## src/rtl/akuma_anim_seq.sv

```systemverilog
// Player-2 animation sequencer: per-frame state, sprite frame index, attack strobe and busy lock.
// Optional feature: define AKUMA_ANIM_AIR_ATTACK_EN to allow attacks launched from JUMP.
module akuma_anim_seq #(
    parameter int unsigned HOLD         = 4,
    parameter int unsigned IDLE_FRAMES  = 4,
    parameter int unsigned WALK_FRAMES  = 5,
    parameter int unsigned PUNCH_FRAMES = 3,
    parameter int unsigned KICK_FRAMES  = 4,
    parameter int unsigned PUNCH_ACTIVE = 1,
    parameter int unsigned KICK_ACTIVE  = 2
) (
    input  logic       frame_clk,
    input  logic       Reset,
    input  logic       GamePlaying,
    input  logic       AkumaJump,
    input  logic       AkumaCrouch,
    input  logic       AkumaLeft,
    input  logic       AkumaRight,
    input  logic       Punch,
    input  logic       Kick,
    output logic [2:0] AnimState,
    output logic [2:0] FrameIdx,
    output logic       AttackActive,
    output logic       Busy
);

    typedef enum logic [2:0] {
        S_IDLE      = 3'd0,
        S_WALK_FWD  = 3'd1,
        S_WALK_BACK = 3'd2,
        S_CROUCH    = 3'd3,
        S_JUMP      = 3'd4,
        S_PUNCH     = 3'd5,
        S_KICK      = 3'd6
    } state_t;

    state_t     r_state;
    logic [2:0] r_frame;
    logic [3:0] r_hold;
    logic       r_punch_prev;
    logic       r_kick_prev;

    state_t     w_sel;
    state_t     w_attack_exit;
    state_t     w_state_nxt;
    logic [2:0] w_frame_nxt;
    logic [3:0] w_hold_nxt;
    logic       w_punch_edge;
    logic       w_kick_edge;
    logic       w_hold_done;
    logic       w_last_frame;
    logic       w_attack_nxt;

    assign w_punch_edge = Punch & ~r_punch_prev;
    assign w_kick_edge  = Kick & ~r_kick_prev;
    assign w_hold_done  = (r_hold == 4'(HOLD - 1));

    // Candidate state when not locked in an attack.
    always_comb begin
        w_sel = S_IDLE;
`ifdef AKUMA_ANIM_AIR_ATTACK_EN
        if (AkumaJump && !(r_state == S_JUMP && (w_punch_edge || w_kick_edge)))
            w_sel = S_JUMP;
`else
        if (AkumaJump)
            w_sel = S_JUMP;
`endif
        else if (w_punch_edge)
            w_sel = S_PUNCH;
        else if (w_kick_edge)
            w_sel = S_KICK;
        else if (AkumaCrouch)
            w_sel = S_CROUCH;
        else if (AkumaLeft)
            w_sel = S_WALK_FWD;
        else if (AkumaRight)
            w_sel = S_WALK_BACK;
    end

`ifdef AKUMA_ANIM_AIR_ATTACK_EN
    assign w_attack_exit = AkumaJump ? S_JUMP : S_IDLE;
`else
    assign w_attack_exit = S_IDLE;
`endif

    always_comb begin
        w_last_frame = 1'b1;
        case (r_state)
            S_IDLE:                  w_last_frame = (r_frame == 3'(IDLE_FRAMES - 1));
            S_WALK_FWD, S_WALK_BACK: w_last_frame = (r_frame == 3'(WALK_FRAMES - 1));
            S_PUNCH:                 w_last_frame = (r_frame == 3'(PUNCH_FRAMES - 1));
            S_KICK:                  w_last_frame = (r_frame == 3'(KICK_FRAMES - 1));
            default:                 w_last_frame = 1'b1;
        endcase
    end

    always_comb begin
        w_state_nxt = r_state;
        w_frame_nxt = r_frame;
        w_hold_nxt  = r_hold;
        if (GamePlaying) begin
            if (r_state == S_PUNCH || r_state == S_KICK) begin
                if (w_hold_done) begin
                    w_hold_nxt = '0;
                    if (w_last_frame) begin
                        w_state_nxt = w_attack_exit;
                        w_frame_nxt = '0;
                    end else begin
                        w_frame_nxt = r_frame + 3'd1;
                    end
                end else begin
                    w_hold_nxt = r_hold + 4'd1;
                end
            end else if (w_sel != r_state) begin
                w_state_nxt = w_sel;
                w_frame_nxt = '0;
                w_hold_nxt  = '0;
            end else if (w_hold_done) begin
                w_hold_nxt = '0;
                if (r_state == S_JUMP || r_state == S_CROUCH || w_last_frame)
                    w_frame_nxt = '0;
                else
                    w_frame_nxt = r_frame + 3'd1;
            end else begin
                w_hold_nxt = r_hold + 4'd1;
            end
        end
    end

    assign w_attack_nxt = (w_state_nxt == S_PUNCH && w_frame_nxt == 3'(PUNCH_ACTIVE)) ||
                          (w_state_nxt == S_KICK  && w_frame_nxt == 3'(KICK_ACTIVE));

    // Edge-detect history updates even while frozen, so held buttons never fire on resume.
    always_ff @(posedge frame_clk) begin
        if (Reset) begin
            r_state      <= S_IDLE;
            r_frame      <= '0;
            r_hold       <= '0;
            r_punch_prev <= 1'b0;
            r_kick_prev  <= 1'b0;
            AttackActive <= 1'b0;
            Busy         <= 1'b0;
        end else begin
            r_state      <= w_state_nxt;
            r_frame      <= w_frame_nxt;
            r_hold       <= w_hold_nxt;
            r_punch_prev <= Punch;
            r_kick_prev  <= Kick;
            AttackActive <= w_attack_nxt;
            Busy         <= (w_state_nxt == S_PUNCH) || (w_state_nxt == S_KICK);
        end
    end

    assign AnimState = r_state;
    assign FrameIdx  = r_frame;

endmodule

```

## config.mk

```make
export PLATFORM = sky130hd
export DESIGN_NAME = akuma_anim_seq
export DESIGN_NICKNAME = d
export VERILOG_FILES = /design/src/rtl/akuma_anim_seq.sv
export SDC_FILE = /design/constraint.sdc
export NUM_CORES = 1
export LEC_CHECK = 0
export CORE_ASPECT_RATIO = 0.75
export CORE_MARGIN = 5
export CORE_UTILIZATION = 50
export CTS_CLUSTER_DIAMETER = 120
export DETAILED_ROUTE_END_ITERATION = 8
export PLACE_DENSITY = 0.77
export REMOVE_ABC_BUFFERS = 1
export SETUP_SLACK_MARGIN = 0.3
export SYNTH_ARGS = -nofsm -noshare
export SYNTH_HDL_FRONTEND = slang
export SYNTH_SLANG_ARGS = --single-unit
export TNS_END_PERCENT = 20
```

## constraint.sdc

```tcl
create_clock -name frame_clk -period 3.1 [get_ports frame_clk]
set_input_delay 0.62 -clock frame_clk [delete_from_list [all_inputs] [get_ports frame_clk]]
set_output_delay 0.62 -clock frame_clk [all_outputs]
set_load 0.02 [all_outputs]
```

==> summary.md, run 1 <==
| Metric | Value |
|---|---|
| Run status | completed |
| Post-Place Worst Slack | 75.6 ps |
| Fraction of met2 tracks used by global routing | 32.0% |
| Max-slew headroom at the worst pin | 70.1% |
| CTS tree | yes |
| DIE WIDTH | 59.4 µm |
| Number of buffers between clock root and the deepest sink | 2 |
| Setup TNS Final | 0 ps |
| Final Setup Violations | 0 |
| RSZ-0062 raised after global routing | false |
| Maximum level of the CTS H-tree | 1 |
| Area share of the leading cell type in the synthesized netlist | 30.6% |
| Reg-to-reg slack, setup | 570 ps |
| Starting utilization of the core area | 52.6% |
| Detailed-route wire length per cell | 15.2 µm |
| Power per unit of standard cell area | 362 mW/mm² |
| Cell Area, Placed | 0.00111 mm² |
| Top cells by area in the synthesized netlist | dfxtp_1 (31%), nor2_1 (4.9%), nand2_1 (4.5%) |
| Die area | 0.00280 mm² |
| Type of element launching the critical path | input port |
| Die Ht | 47.1 µm |
| Cell family with the largest share of critical-path delay | compound AO/OA/AOI/OAI gates |
| Number of DRC violations after detailed routing | 0 |
| Fmax | 366 MHz |
| Worst hold slack | 558 ps |
| Worst Setup Slack, final | 371 ps |
| Final HPWL DP | 1770 µm |
| Nature of the critical path endpoint | flop |
| Last weighted congestion value of the routability-driven placer | 0.891 |
| Syn_area_per_cell | 8.18 µm² |
| Count of routing violations after the opening detailed-route iteration | 50 |
| Core outline area | 0.00174 mm² |
| Clock sink total | 14 |
| Critical path's largest stage delay | 530 ps |
| Worst path arrival time | 2940 ps |
| Post-route standard cell area excluding fillers | 0.00116 mm² |
| Number of enable-type register cells in the synthesized netlist | 0 |
| Share of cells above drive strength 1 | 17.4% |
| Antenna violations before repair | 0 |
| Via count | 922 |
| Yosys warns | 0 |
| Max Slew Vio Count | 0 |
| Global-route usage over all layers | 18.8% |
| Met1 track demand over resource in global routing | 23.2% |
| Crit Path Category | in -> reg |
| Number of distinct library cells after synthesis | 47 |
| Main flop type after synthesis | dfxtp_1 |
| Core Rows | 13 |
| Cell count after synthesis | 112 |
| Utilization of the core after routing | 66.7% |
| Data required time at the worst endpoint | 3310 ps |
| Clock network latency to the later pin of the worst-skew pair | 280 ps |
| Classification of the worst-slack hold path | reg -> reg |
| Overflow left after global routing | 0 |
| Fillers | 139 |
| Leading area contributor after synthesis | dfxtp_1 |
| Largest fanout on the critical path | 3 |
| Number of buffers added on ports | 16 |
| Flops & latches, synth | 14 |
| Cell with the largest stage delay on the worst path | or4_1 |
| Leakage component of the power | 0.000409 µW |
| Antenna-violating nets left | 0 |
| Pin count of the biggest net entering global routing | 13 |
| GR met3 Demand/Resource | 5.49% |
| Crit path buf inv count | 1 |
| Period minus WS final | 2730 ps |
| Clock tree skew after final layout | 6.90 ps |
| Via density | 5.99 |
| Synth-to-Final Area Change | 26.8% |
| Fraction of the yosys area taken by sequential cells | 30.6% |
| Async S/R FF share, synth | 0% |
| Antenna cells | 0 |
| Vias in the first global route | 829 |
| Drt pass-1 iters | 4 |
| Wire length of the first global-routing pass | 3810 µm |
| Clock-pin transition on the worst setup and hold timing paths | 90 ps |
| Total number of nets in the final design | 144 |
| Worst-Margin Slew | 448 ps |
| Max capacitance violation total | 0 |
| Post-CTS setup repair buffer count | 0 |
| Final critical-path share of the clock period | 88.0% |
| Most heavily used metal layer in global routing | met2 |
| Final Hold Vio Count | 0 |
| Maximum resistive drop on vdd | 0.281 mV |
| Ordered list of cells on the worst path | clkdlybuf4s50_1 > nor2b_1 > o311ai_2 > xnor2_1 > a221oi_1 > nor2_1 > or4_1 > a211oi_2 |
| Count of pins on the block boundary | 17 |
| CTS buffer count | 3 |
| Cell area after synthesis | 916 µm² |
| Root buffer cell | clkbuf_4 |
| Final WL | 2340 µm |
[state kept, by name, summed over array words and instances (netlist names)]
signal / flops
AttackActive: 1
r_kick_prev: 1
AnimState: 3
Busy: 1
FrameIdx: 3
r_hold: 4
r_punch_prev: 1
[final cells by class]
type | instances | area (µm²) | area share (%)
well taps | 22 | 27.5 | 2.37
repair buffers | 20 | 190 | 16.4
clock buffers | 4 | 36.3 | 3.13
multi-input cells | 86 | 597 | 51.4
inverters | 8 | 30.0 | 2.59
flip-flops and latches | 14 | 280 | 24.1
[layout by cell type (no fill, tap or decap), drive strengths merged, types with 4 or more instances in the layout]
cell type / count
clkdlybuf4s50: 16
dfxtp: 14
nor2: 12
nand2: 11
a21oi: 9
inv: 7
nor2b: 6
o21ai: 6
buf: 4
clkbuf: 4
[power breakdown]
part	switching, µW	internal (µW)
clock	58.8	71.5
sequential	9.94	186
combinational	50.9	43.6
[worst register-to-register path, stage by stage, from the launching register on]
cell,delay [ps]
dfxtp_1,440
nor4b_2,500
nand2_1,120
a31oi_2,340
a21oi_1,160
a31o_2,310
or4_1,420
a211oi_2,180
[final timing paths]
kind,start,to,cells past startpoint
hold reg to reg,r_hold[1],r_hold[1],2
setup / recovery,Kick,AttackActive,8
setup reg to reg,AnimState[2],AttackActive,7
hold / removal,r_hold[1],r_hold[1],2
[synth_stat cells (all sizes together) (2+ instances only)]
library cell	count
dfxtp	14
nor2	12
nand2	11
a21oi	9
inv	7
nor2b	6
o21ai	6
a31oi	3
nor3	3
nor4	3
buf	2
clkbuf	2
ha	2
nand3b	2
nor4b	2
or4	2
xnor2	2
xor2	2
[routing by layer]
metal	wire length (µm)	vias to the layer above	part of all wire [%]
met5	0	-	0
met4	25	0	1.1
met3	168	5	7.2
met2	1130	41	48
met1	1010	429	43
li1	-	447	-
[logic make-up after synthesis]
family | after synthesis | synth area share [%]
simple gates | 48 | 30.6
compound gates | 31 | 25.7
flops | 14 | 30.6
buf+inv | 12 | 5.46
xor+xnor | 4 | 3.83
fa+ha+maj | 3 | 3.82
[per-stage QoR]
step	std cells	total power, µW
3_5_place_dp	150	289
6_report	154	420
5_1_grt	154	446
3_3_place_gp	150	287
4_1_cts	154	419
2_1_floorplan	108	251
[repair_timing]
item	in CTS	in global routing
hold buffers	0	0
setup endpoints to repair	0	1
gates resized for setup	0	2
hold endpoints to repair	0	0
Power figures use the tool's default switching activity.
==> inputs of run 2 (changes only) <==
CORE_ASPECT_RATIO = unset   (was 0.75)
CORE_UTILIZATION = 54   (was 50)
PLACE_DENSITY = 0.82   (was 0.77)
clock period = 3.4 ns   (was 3.1 ns; I/O delays follow)
==> summary.md, run 2 (synthesis gave the netlist of run 1 again) <==
| Metric | Value |
|---|---|
| Classification of the worst-slack hold path | reg -> reg |
| Largest fanout on the critical path | 8 |
| Number of buffers between clock root and the deepest sink | 2 |
| Starting utilization of the core area | 58.7% |
| DIE WIDTH | 51.2 µm |
| Die area | 0.00262 mm² |
| Synth-to-Final Area Change | 21.4% |
| Clock sink total | 14 |
| Power per unit of standard cell area | 335 mW/mm² |
| Die Ht | 51.2 µm |
| Post-CTS setup repair buffer count | 0 |
| Flip-flop count of the largest register after layout | 4 |
| Leakage component of the power | 0.000388 µW |
| Footprint of the multi-input gates | 586 µm² |
| Antenna violations before repair | 0 |
| Reg with most FFs | r_hold |
| RSZ-0062 raised after global routing | false |
| FF/Latch Area | 280 µm² |
| Number of standard cells in the final layout excluding fillers | 144 |
| Maximum level of the CTS H-tree | 1 |
| Maximum resistive drop on vdd | 0.242 mV |
| Max Slew Vio Count | 0 |
| Via count | 870 |
| Number of DRC violations after detailed routing | 0 |
| Final Setup Violations | 0 |
| # hold bufs at CTS | 0 |
| Antenna-violating nets left | 0 |
| Wire length of the first global-routing pass | 3630 µm |
| Clock network latency to the later pin of the worst-skew pair | 280 ps |
| Drt pass-1 iters | 4 |
| Count of pins on the block boundary | 17 |
| Core Rows | 14 |
| Final HPWL DP | 1600 µm |
| Clock-pin transition on the worst setup and hold timing paths | 80 ps |
| Max capacitance violation total | 0 |
| Fillers | 122 |
| CTS tree | yes |
| Data required time at the worst endpoint | 3610 ps |
| Final Hold Vio Count | 0 |
| Root buffer cell | clkbuf_4 |
| Most frequent cells in the layout | clkdlybuf4s50_1 (16), dfxtp_1 (14), nor2_1 (12) |
| Post-route standard cell area excluding fillers | 0.00111 mm² |
| Most frequent standard cell in the layout excluding fill and tap cells | clkdlybuf4s50_1 |
| Period minus WS final | 2900 ps |
| Global-route usage over all layers | 18.2% |
| Nature of the critical path endpoint | flop |
| Count of routing violations after the opening detailed-route iteration | 20 |
| Max-slew headroom at the worst pin | 69.8% |
| Utilization of the core after routing | 71.3% |
| Worst path arrival time | 3110 ps |
| Overflow left after global routing | 0 |
| Type of element launching the critical path | input port |
| Antenna cells | 0 |
| Last weighted congestion value of the routability-driven placer | 0.831 |
| Pin count of the biggest net entering global routing | 13 |
| Via density | 6.04 |
| Setup TNS Final | 0 ps |
| Worst-Margin Slew | 451 ps |
| Run status | completed |
| Crit Path Category | in -> reg |
| Cell Area, Placed | 0.00108 mm² |
| Number of buffers added on ports | 16 |
| # resized after CTS | 0 |
| Final WL | 2130 µm |
| CTS buffer count | 3 |
| Clock tree skew after final layout | 5.15 ps |
| Detailed-route wire length per cell | 14.8 µm |
| Final critical-path share of the clock period | 85.4% |
| Share of cells above drive strength 1 | 14.1% |
| Core outline area | 0.00156 mm² |
| Vias in the first global route | 798 |
| Total number of nets in the final design | 140 |
| Fmax | 345 MHz |
| Total placed cells including tap cells | 140 |
[run 2: path summary, 6_finish.rpt]
path / cells after the start / endpoint / slack (ps) / from
min reg2reg: 2 / r_hold[1] / 540 / r_hold[1]
max: 8 / AttackActive / 500 / Kick
max reg2reg: 7 / AttackActive / 810 / r_hold[0]
min: 2 / r_hold[1] / 540 / r_hold[1]
[run 2: area by class of cell]
class | count | share of cell area (%)
clock buffer | 4 | 3.26
inverter | 8 | 2.70
multi-input combinational | 86 | 52.6
sequential | 14 | 25.2
tap | 16 | 1.80
timing repair buffer | 16 | 14.4
[run 2: through the flow]
| step | hold WS [ps] | setup WS, ps | total power (µW) |
|---|---|---|---|
| after floorplan | 477 | 787 | 229 |
| after global placement | 499 | 301 | 257 |
| after detailed placement | 525 | 240 | 259 |
| after CTS | 544 | 523 | 376 |
| after global routing | 575 | 391 | 397 |
| final | 542 | 498 | 373 |
[run 2: layer usage]
metal / GRT usage [%] / routed length [µm]
met2: 32.2 / 1020
met5: 0 / 0
met1: 21.1 / 949
met4: 4.04 / 12
met3: 6.10 / 141
[run 2: where the power goes]
group | internal, µW | total, µW | switching (µW)
logic | 35.6 | 78.8 | 43.2
registers | 169 | 178 | 8.34
clock network | 65.2 | 116 | 50.9
[run 2: critical path: stages]
cell,delay [ps]
clkdlybuf4s50_1,400
nor2b_1,160
or3b_1,410
o31ai_2,300
a21oi_2,160
a22o_1,260
or4_1,540
a211oi_2,190
